$ cat src/rtl/alarm_time_ctrl_pkg.sv
// alarm_time_ctrl_pkg: shared widths, time limits and sequencer state encoding
//   HOURS_PER_DAY / MINS_PER_HOUR : wrap points for the alarm registers
//   HOUR_W / MIN_W / SEC_W        : time field widths
//   alm_state_e                   : 2-bit ring sequencer state
package alarm_pkg;
    localparam int HOURS_PER_DAY = 24;
    localparam int MINS_PER_HOUR = 60;
    localparam int HOUR_W = 5;
    localparam int MIN_W = 6;
    localparam int SEC_W = 6;
    typedef enum logic [1:0] {IDLE = 2'd0, RING = 2'd1, SNOOZE = 2'd2} alm_state_e;
endpackage

$ cat src/rtl/alarm_time_ctrl_if.sv
// alarm_time_ctrl_if: switches, mode indicators, running time and alarm outputs
//   master : drives switches, mode, tick and time; observes alarm outputs
//   slave  : the alarm controller
interface alarm_time_ctrl_if;
    import alarm_pkg::*;
    logic              SW_F1;
    logic              SW_F2;
    logic              ALM_ONOFF;
    logic              ALM_HOUR;
    logic              ALM_MIN;
    logic              TICK_1HZ;
    logic [HOUR_W-1:0] CUR_HOUR;
    logic [MIN_W-1:0]  CUR_MIN;
    logic [SEC_W-1:0]  CUR_SEC;
    logic [HOUR_W-1:0] ALM_HOUR_VAL;
    logic [MIN_W-1:0]  ALM_MIN_VAL;
    logic              ALM_EN;
    logic              RINGING;
    logic              SNOOZING;
    logic              BUZZ;
    modport master (
        output SW_F1, SW_F2, ALM_ONOFF, ALM_HOUR, ALM_MIN, TICK_1HZ, CUR_HOUR, CUR_MIN, CUR_SEC,
        input  ALM_HOUR_VAL, ALM_MIN_VAL, ALM_EN, RINGING, SNOOZING, BUZZ
    );
    modport slave (
        input  SW_F1, SW_F2, ALM_ONOFF, ALM_HOUR, ALM_MIN, TICK_1HZ, CUR_HOUR, CUR_MIN, CUR_SEC,
        output ALM_HOUR_VAL, ALM_MIN_VAL, ALM_EN, RINGING, SNOOZING, BUZZ
    );
endinterface

$ cat src/rtl/alarm_time_ctrl_sw_edge_det.sv
// sw_edge_det: registered one-cycle pulse on each rising edge of a debounced switch
//   CLK, RST : clock, synchronous active-high reset
//   level    : switch level
//   pulse    : high for one cycle, the cycle after the rising edge was sampled
module sw_edge_det (
    input  logic CLK,
    input  logic RST,
    input  logic level,
    output logic pulse
);
    logic prev;
    always_ff @(posedge CLK) begin
        if (RST) begin
            prev  <= 1'b0;
            pulse <= 1'b0;
        end else begin
            prev  <= level;
            pulse <= level & ~prev;
        end
    end
endmodule

$ cat src/rtl/alarm_time_ctrl.sv
// alarm_time_ctrl: alarm registers, F2 edits, time match and RING/SNOOZE buzzer sequencer
//   CLK, RST : clock, synchronous active-high reset
//   bus      : switches, mode indicators, 1 Hz tick, running time in; alarm value, enable,
//              ringing/snoozing status and buzzer out (all registered)
module alarm_time_ctrl
    import alarm_pkg::*;
#(
    parameter int RING_SECS   = 60,
    parameter int SNOOZE_SECS = 300,
    parameter int MAX_SNOOZE  = 3
) (
    input logic CLK,
    input logic RST,
    alarm_time_ctrl_if.slave bus
);
    localparam int CNT_W = $clog2((RING_SECS > SNOOZE_SECS ? RING_SECS : SNOOZE_SECS) + 1);
    localparam int SNZ_W = MAX_SNOOZE > 0 ? $clog2(MAX_SNOOZE + 1) : 1;

    alm_state_e        state, state_nx;
    logic [CNT_W-1:0]  cnt, cnt_nx;
    logic [SNZ_W-1:0]  snz, snz_nx;
    logic              phase, phase_nx;
    logic [HOUR_W-1:0] hour;
    logic [MIN_W-1:0]  min;
    logic              en, ringing, snoozing, buzz;
    logic              f1_p, f2_p, mode_valid, edit, match;

    sw_edge_det u_f1 (.CLK(CLK), .RST(RST), .level(bus.SW_F1), .pulse(f1_p));
    sw_edge_det u_f2 (.CLK(CLK), .RST(RST), .level(bus.SW_F2), .pulse(f2_p));

    assign mode_valid = $onehot({bus.ALM_HOUR, bus.ALM_MIN, bus.ALM_ONOFF});
    assign edit       = f2_p & mode_valid;
    // compares against the pre-edit registers, so a same-cycle disable still lets this match through
    assign match = en & bus.TICK_1HZ & (bus.CUR_SEC == '0) & (bus.CUR_HOUR == hour) & (bus.CUR_MIN == min);

    always_comb begin
        state_nx = state;
        cnt_nx   = cnt;
        snz_nx   = snz;
        phase_nx = phase;
        case (state)
            IDLE: if (match) begin
                state_nx = RING;
                cnt_nx   = '0;
                snz_nx   = '0;
                phase_nx = 1'b1;
            end
            RING: if (f1_p || !en) begin
                state_nx = IDLE;
            end else if (f2_p && !mode_valid && snz < SNZ_W'(MAX_SNOOZE)) begin
                state_nx = SNOOZE;
                snz_nx   = snz + 1'b1;
                cnt_nx   = '0;
            end else if (bus.TICK_1HZ) begin
                cnt_nx   = cnt + 1'b1;
                phase_nx = ~phase;
                if (cnt_nx == CNT_W'(RING_SECS)) state_nx = IDLE;
            end
            SNOOZE: if (f1_p || !en) begin
                state_nx = IDLE;
            end else if (bus.TICK_1HZ) begin
                cnt_nx = cnt + 1'b1;
                if (cnt_nx == CNT_W'(SNOOZE_SECS)) begin
                    state_nx = RING;
                    cnt_nx   = '0;
                    phase_nx = 1'b1;
                end
            end
            default: state_nx = IDLE;
        endcase
    end

    always_ff @(posedge CLK) begin
        if (RST) begin
            state    <= IDLE;
            cnt      <= '0;
            snz      <= '0;
            phase    <= 1'b0;
            hour     <= '0;
            min      <= '0;
            en       <= 1'b0;
            ringing  <= 1'b0;
            snoozing <= 1'b0;
            buzz     <= 1'b0;
        end else begin
            state    <= state_nx;
            cnt      <= cnt_nx;
            snz      <= snz_nx;
            phase    <= phase_nx;
            if (edit && bus.ALM_HOUR) hour <= (hour == HOUR_W'(HOURS_PER_DAY - 1)) ? '0 : hour + 1'b1;
            if (edit && bus.ALM_MIN) min <= (min == MIN_W'(MINS_PER_HOUR - 1)) ? '0 : min + 1'b1;
            if (edit && bus.ALM_ONOFF) en <= ~en;
            ringing  <= state_nx == RING;
            snoozing <= state_nx == SNOOZE;
            buzz     <= (state_nx == RING) & phase_nx;
        end
    end

    assign bus.ALM_HOUR_VAL = hour;
    assign bus.ALM_MIN_VAL  = min;
    assign bus.ALM_EN       = en;
    assign bus.RINGING      = ringing;
    assign bus.SNOOZING     = snoozing;
    assign bus.BUZZ         = buzz;
endmodule

$ cat src/flat_wrapper.sv
// flat-port wrapper written by rule: the top's interface ports become plain ports
module alarm_time_ctrl_flat import alarm_pkg::*;
#(
    parameter int RING_SECS   = 60,
    parameter int SNOOZE_SECS = 300,
    parameter int MAX_SNOOZE  = 3
)
  (CLK, RST, bus_SW_F1, bus_SW_F2, bus_ALM_ONOFF, bus_ALM_HOUR, bus_ALM_MIN, bus_TICK_1HZ, bus_CUR_HOUR, bus_CUR_MIN, bus_CUR_SEC, bus_ALM_HOUR_VAL, bus_ALM_MIN_VAL, bus_ALM_EN, bus_RINGING, bus_SNOOZING, bus_BUZZ);
  alarm_time_ctrl_if bus_i ();
  input logic CLK;
  input logic RST;
  input wire logic [$bits(bus_i.SW_F1)-1:0] bus_SW_F1;
  input wire logic [$bits(bus_i.SW_F2)-1:0] bus_SW_F2;
  input wire logic [$bits(bus_i.ALM_ONOFF)-1:0] bus_ALM_ONOFF;
  input wire logic [$bits(bus_i.ALM_HOUR)-1:0] bus_ALM_HOUR;
  input wire logic [$bits(bus_i.ALM_MIN)-1:0] bus_ALM_MIN;
  input wire logic [$bits(bus_i.TICK_1HZ)-1:0] bus_TICK_1HZ;
  input wire logic [$bits(bus_i.CUR_HOUR)-1:0] bus_CUR_HOUR;
  input wire logic [$bits(bus_i.CUR_MIN)-1:0] bus_CUR_MIN;
  input wire logic [$bits(bus_i.CUR_SEC)-1:0] bus_CUR_SEC;
  output wire logic [$bits(bus_i.ALM_HOUR_VAL)-1:0] bus_ALM_HOUR_VAL;
  output wire logic [$bits(bus_i.ALM_MIN_VAL)-1:0] bus_ALM_MIN_VAL;
  output wire logic [$bits(bus_i.ALM_EN)-1:0] bus_ALM_EN;
  output wire logic [$bits(bus_i.RINGING)-1:0] bus_RINGING;
  output wire logic [$bits(bus_i.SNOOZING)-1:0] bus_SNOOZING;
  output wire logic [$bits(bus_i.BUZZ)-1:0] bus_BUZZ;
  assign bus_i.SW_F1 = bus_SW_F1;
  assign bus_i.SW_F2 = bus_SW_F2;
  assign bus_i.ALM_ONOFF = bus_ALM_ONOFF;
  assign bus_i.ALM_HOUR = bus_ALM_HOUR;
  assign bus_i.ALM_MIN = bus_ALM_MIN;
  assign bus_i.TICK_1HZ = bus_TICK_1HZ;
  assign bus_i.CUR_HOUR = bus_CUR_HOUR;
  assign bus_i.CUR_MIN = bus_CUR_MIN;
  assign bus_i.CUR_SEC = bus_CUR_SEC;
  assign bus_ALM_HOUR_VAL = bus_i.ALM_HOUR_VAL;
  assign bus_ALM_MIN_VAL = bus_i.ALM_MIN_VAL;
  assign bus_ALM_EN = bus_i.ALM_EN;
  assign bus_RINGING = bus_i.RINGING;
  assign bus_SNOOZING = bus_i.SNOOZING;
  assign bus_BUZZ = bus_i.BUZZ;
  alarm_time_ctrl #(.RING_SECS(RING_SECS), .SNOOZE_SECS(SNOOZE_SECS), .MAX_SNOOZE(MAX_SNOOZE)) u_core (.CLK(CLK), .RST(RST), .bus(bus_i));
endmodule
$ cat config.mk
export PLATFORM = sky130hd
export DESIGN_NAME = alarm_time_ctrl_flat
export DESIGN_NICKNAME = d
export VERILOG_FILES = /design/src/rtl/alarm_time_ctrl_pkg.sv /design/src/rtl/alarm_time_ctrl_if.sv /design/src/rtl/alarm_time_ctrl_sw_edge_det.sv /design/src/rtl/alarm_time_ctrl.sv /design/src/flat_wrapper.sv
export SDC_FILE = /design/constraint.sdc
export NUM_CORES = 1
export LEC_CHECK = 0
export CAP_MARGIN = 20
export CORE_ASPECT_RATIO = 0.5
export CORE_MARGIN = 4
export CORE_UTILIZATION = 55
export CTS_CLUSTER_SIZE = 40
export DETAILED_ROUTE_END_ITERATION = 10
export PLACE_DENSITY = 0.85
export SETUP_SLACK_MARGIN = 0.3
export SLEW_MARGIN = 5
export SYNTH_ARGS = -nofsm -noshare
export SYNTH_HDL_FRONTEND = slang
export SYNTH_SLANG_ARGS = --single-unit
$ cat constraint.sdc
create_clock -name CLK -period 3.8 [get_ports CLK]
set_input_delay 0.95 -clock CLK [delete_from_list [all_inputs] [get_ports CLK]]
set_output_delay 0.95 -clock CLK [all_outputs]
set_load 0.01 [all_outputs]
# After elaboration in Yosys (flattened, before gate mapping)
# Index checks and enable logic that the tools add are counted.
[totals] input_bits=25 output_inout_bits=15 register_bits=33 wordCells=95
[classes] n_eq_ne=17 bitwise_logic=12 muxes=31 magnitude_cmp=1 n_reduce_logical=14 add_sub_neg=6
[ops] cell="9-bit 2-to-1 mux" count=7
[ops] cell="9-bit one-hot mux with 3 select lines" count=1
[ops] cell="2-bit 2-to-1 mux" count=11
[ops] cell="9-bit by 1-bit adder with 9-bit output, second input constant" count=1
[ops] cell="9-bit by 6-bit equality test with 1-bit output, second input constant" count=1
[ops] cell="9-bit equality test, second input constant" count=1
[ops] cell="1-bit AND" count=8
[ops] cell="1-bit 2-to-1 mux" count=7
[ops] cell="6-bit by 1-bit adder with 6-bit output, second input constant" count=1
[ops] cell="2-bit by 1-bit equality test with 1-bit output, second input constant" count=3
[ops] cell="6-bit equality test" count=1
[ops] cell="6-bit equality test, second input constant" count=1
[ops] cell="6-bit zero test" count=1
[ops] cell="6-bit 2-to-1 mux" count=1
[ops] cell="2-bit inequality test, second input constant" count=3
[ops] cell="2-bit one-hot mux with 3 select lines" count=1
[ops] cell="6-bit AND reduction" count=1
[ops] cell="5-bit by 1-bit adder with 5-bit output, second input constant" count=1
[ops] cell="5-bit equality test" count=1
[ops] cell="5-bit equality test, second input constant" count=1
[ops] cell="1-bit logical AND" count=5
[ops] cell="5-bit 2-to-1 mux" count=1
[ops] cell="2-bit equality test, second input constant" count=2
[ops] cell="2-bit by 1-bit inequality test with 1-bit output, second input constant" count=2
[ops] cell="other kinds (14)" count=18

# Logic depth before layout (Yosys ltp)
[logic_depth] depth_word=11 ltp_mapped=8 mapped_depth_nobuf=8

# Hierarchy
# Synthesis repeated with hierarchy kept, for this count alone.
[hier_totals] cells_unflattened=242 hier_area_um2=2064.5
[modules_own_cells] mod="alarm_time_ctrl" area_each_um2=1946.9 seq_area_each_um2=580.6 n_inst=1 cells_each=234
[modules_own_cells] mod="sw_edge_det" area_each_um2=58.8 seq_area_each_um2=40.0 n_inst=2 cells_each=4

# Worst setup path after synthesis
# No wires, ideal clock.
[synth_timing] kind="in2reg" from="in bus_CUR_SEC[0]" to="reg u_core.cnt[7]" arrival_ns=2.733 required_ns=3.672 path_stages=7 path_buffers=0 slack_ns=0.940 setup_time_ns=0.128 cell_sequence="or4_4 -> nand4bb_1 -> o41a_1 -> a211oi_1 -> o21ai_0 -> a22oi_1 -> nor2_1"
[synth_via] elab_chain_cells=6
[synth_rtl] item="from (decl)" line="flat_wrapper.sv:20" source="input wire logic [$bits(bus_i.CUR_SEC)-1:0] bus_CUR_SEC;"
[synth_rtl] item="6-bit zero test" line="alarm_time_ctrl.sv:34" source="assign match = en & bus.TICK_1HZ & (bus.CUR_SEC == '0) & (bus.CUR_HOUR == hour) & (bus.CUR_MIN == min);"
[synth_rtl] item="1-bit AND (3 in a row)" line="alarm_time_ctrl.sv:34"
[synth_rtl] item="2-bit by 1-bit inequality test with 1-bit output (no line)"
[synth_rtl] item="6-bit AND reduction (no line)"
[synth_rtl] item="to (signal assigned)" line="alarm_time_ctrl.sv:87" source="cnt <= cnt_nx;"
[synth_rtl] item="to (decl)" line="alarm_time_ctrl.sv:20" source="logic [CNT_W-1:0] cnt, cnt_nx;"
# Every way passes these cells.
# A chain may end at the register's enable or synchronous reset.

# Worst setup path in the final report
[layout_timing] from="in bus_CUR_SEC[0]" to="reg u_core.cnt[8]"
# The elaborated chain is that of the path after synthesis.

==> reports/qor.csv <==
stage,metric,value,unit
cells_and_area,layout cells sized above 1,5.65,%
die,IO Pins,40,
clocking,postcts setup bufs,0,
synthesis,Synthesized Nets,276,
synthesis,total of warnings raised by yosys,0,
clocking,CTS tree,built,
drt,vias per cell,5.54,
job,Max Cap Violations,0,
drt,DRT iter0 DRCs,59,
synthesis,synthesized instance count,241,
timing,final setup vio count,0,
global_routing,pin count of the biggest net entering global routing,17,
global_routing,initial antenna violation count,0,
timing,final hold vios,0,
synthesis,"EDFF count, synth",0,
setup_path,CP Buf/Inv Count,1,
setup_path,crit start category,input pin,
synthesis,syn avg cell area,8.27,um2
global_routing,Total GRT Usage,21.6,%
synthesis,synthesized flop and latch total,33,
cells_and_area,P&R area growth vs syn,26.3,%
pwr,Final Power,0.669,mW
synthesis,most common cell in the netlist,dfxtp_1,
clocking,root buf cell,clkbuf_8,
timing,worst clock skew,0.00867,ns
clocking,Num CTS Buffers,5,
timing,Rel. slew slack,51.3,%
cells_and_area,Fillers,271,
clocking,post-CTS resize count,0,
drt,Routed WL,4710,um
clocking,clock sinks,33,
die,core area,3450,um2
synthesis,largest cells by area after synthesis,"dfxtp_1 33%, xnor2_1 7.0%, ha_1 5.6%",
timing,Period minus WS final,3.15,ns
setup_path,Crit path largest cell delay,0.54,ns
pwr,PwrDens,266,nW/um2
drt,wire per inst,14.1,um
setup_path,CP Max Fanout,8,
worst_hold_path,worst hold-check path type,reg2reg,
timing,Highest Clock Rate,317,MHz
setup_path,crit path DAT,3.34,ns
pwr,Worst IR Drop VDD,0.000171,V
setup_path,crit-path cells,clkdlybuf4s50_1 > or4_4 > nand4bb_1 > o41a_1 > a211o_4 > nor4_1 > nor2_1 > a21oi_1,
drt,drt drc,0,
synthesis,Yosys cell types,47,
setup_path,CP endpoint kind,flop,
setup_path,crit-path leading delay family,simple AND/OR/NAND/NOR gates,
timing,worst-margin pin slew,0.723,ns
die,Rows,15,
synthesis,most common library cells after synthesis,"33 x dfxtp_1, 25 x nor2_1, 19 x nand2_1",
setup_path,crit path kind,in2reg,
die,initial core utilization,57.7,%
synthesis,register area share after synthesis,33.1,%
drt,Via Count,1849,
timing,final slew viol count,0,
global_routing,number of global-route vias before repair,1775,
synthesis,top_reg_cell synth,dfxtp_1,
clocking,"Reg clk slew, reported paths",0.07,ns
global_routing,total gr overflow,0,
setup_path,crit path max-delay cell type,or4_4,
placement,IO Port Bufs,39,
run_status,status,completed,
drt,Routed Antenna Nets,0,
die,DIE HEIGHT,50.6,um
clocking,later-pin clock latency in the skew report,0.28,ns
cells_and_area,fin area,2520,um2
pwr,Leak,0.867,nW
timing,RSZ-0062 raised after global routing,no,
timing,fin crit share,82.9,%
clocking,CTS max path bufs,2,
synthesis,synthesized area,1990,um2
timing,post-route setup TNS,0,ns
clocking,hold buffer count at CTS,0,
clocking,Max H-tree Level,2,
placement,Post-DP HPWL,3630,um
synthesis,top-area cell type share of the netlist area,33.1,%
cells_and_area,final net count,317,
setup_path,flop2flop setup slack,1.19,ns
global_routing,first-pass GRT wire length,7990,um
drt,total iterations of the first detailed-routing run,4,
setup_path,Critical Path RT,3.99,ns
synthesis,largest area contributor in the synthesized netlist,dfxtp_1,
die,DIE AREA,4710,um2
cells_and_area,Diodes inserted,0,
die,Die W,93.1,um
placement,GP Congestion,0.836,
placement,placed instance area,2430,um2
synthesis,asr flop ratio synth,0,%
per-layer routing:
metal / up-vias / share of wire (%) / GRT usage [%]
met2: 54 / 45 / 37.3
met5: - / 0 / 0
met4: 0 / 1.3 / 8.03
met1: 840 / 48 / 26.1
li1: 947 / - / -
met3: 8 / 5.3 / 5.54
cell usage in the layout (no fill, tap or decap), drive strengths merged, types with 2 or more instances in the layout:
master and n:
clkdlybuf4s50 39, dfxtp 33, nor2 26, nand2 19, xnor2 16, nand3 15
o21ai 13, nor2b 11, a21oi 10, ha 9, inv 8, nand4 7
clkbuf 7, xor2 6, nor3 6, and3 5, a22oi 5, mux2i 4
nor4 4, a41o 3, nor3b 3, a21boi 3, and4 2, o22ai 2
nand4bb 2, a31oi 2, and2 2, buf 2, or4 2
state kept, by name, summed over array words and instances, names as in the netlist:
| name | cells |
|---|---|
| u_core.u_f1.prev | 1 |
| u_core.bus.RINGING | 1 |
| u_core.u_f2.pulse | 1 |
| u_core.cnt | 9 |
| u_core.bus.ALM_MIN_VAL | 6 |
| u_core.bus.ALM_EN | 1 |
| u_core.state | 2 |
| u_core.u_f2.prev | 1 |
| u_core.snz | 2 |
| u_core.bus.SNOOZING | 1 |
| u_core.u_f1.pulse | 1 |
| u_core.bus.BUZZ | 1 |
| u_core.bus.ALM_HOUR_VAL | 5 |
| u_core.phase | 1 |
layout make-up:
type                            instances  area, um2  area share [%]
Multi-Input combinational cell        193       1270            50.6
Sequential cell                        33        661            26.2
Timing Repair Buffer                   41        405            16.1
Clock buffer                            7       76.3            3.03
Tap cell                               51       63.8            2.53
Inverter                                8       30.0            1.19
Clock inverter                          1       7.51           0.298
where the power goes:
part	total, mW	switching [mW]	leakage [nW]	internal [mW]
clock	0.258	0.128	0.0385	0.130
sequential	0.351	0.00231	0.267	0.349
combinational	0.0598	0.0235	0.562	0.0362
total	0.669	0.154	0.867	0.515
cells by family (layout without fill, tap and decap cells):
kind of cell	Yosys count	after routing	share of synthesized area [%]
buffers and inverters	15	57	2.95
adder cells (fa/ha/maj)	10	10	6.65
AND/OR/NAND/NOR	110	110	29.4
XOR/XNOR	22	22	9.67
AO/OA/AOI/OAI	47	47	16.2
flip-flops	33	33	33.1
multiplexers	4	4	2.01
metrics by stage:
step	utilization [%]	cells	hold WS, ns	worst slack [ns]
2_1_floorplan	-	241	0.367	0.940
3_3_place_gp	70.5	326	0.374	0.422
3_5_place_dp	70.5	326	0.378	0.375
4_1_cts	72.9	334	0.388	0.674
5_1_grt	72.9	334	0.402	0.487
6_report	72.9	334	0.385	0.648
path summary, 6_finish.rpt:
kind | depth (start not counted) | to | start
setup reg to reg | 8 | u_core.bus.BUZZ | u_core.cnt[0]
hold reg to reg | 1 | u_core.u_f1.pulse | u_core.u_f1.prev
setup / recovery | 8 | u_core.cnt[8] | bus_CUR_SEC[0]
hold / removal | 1 | u_core.u_f1.pulse | u_core.u_f1.prev
(Power assumes the default switching activity.)
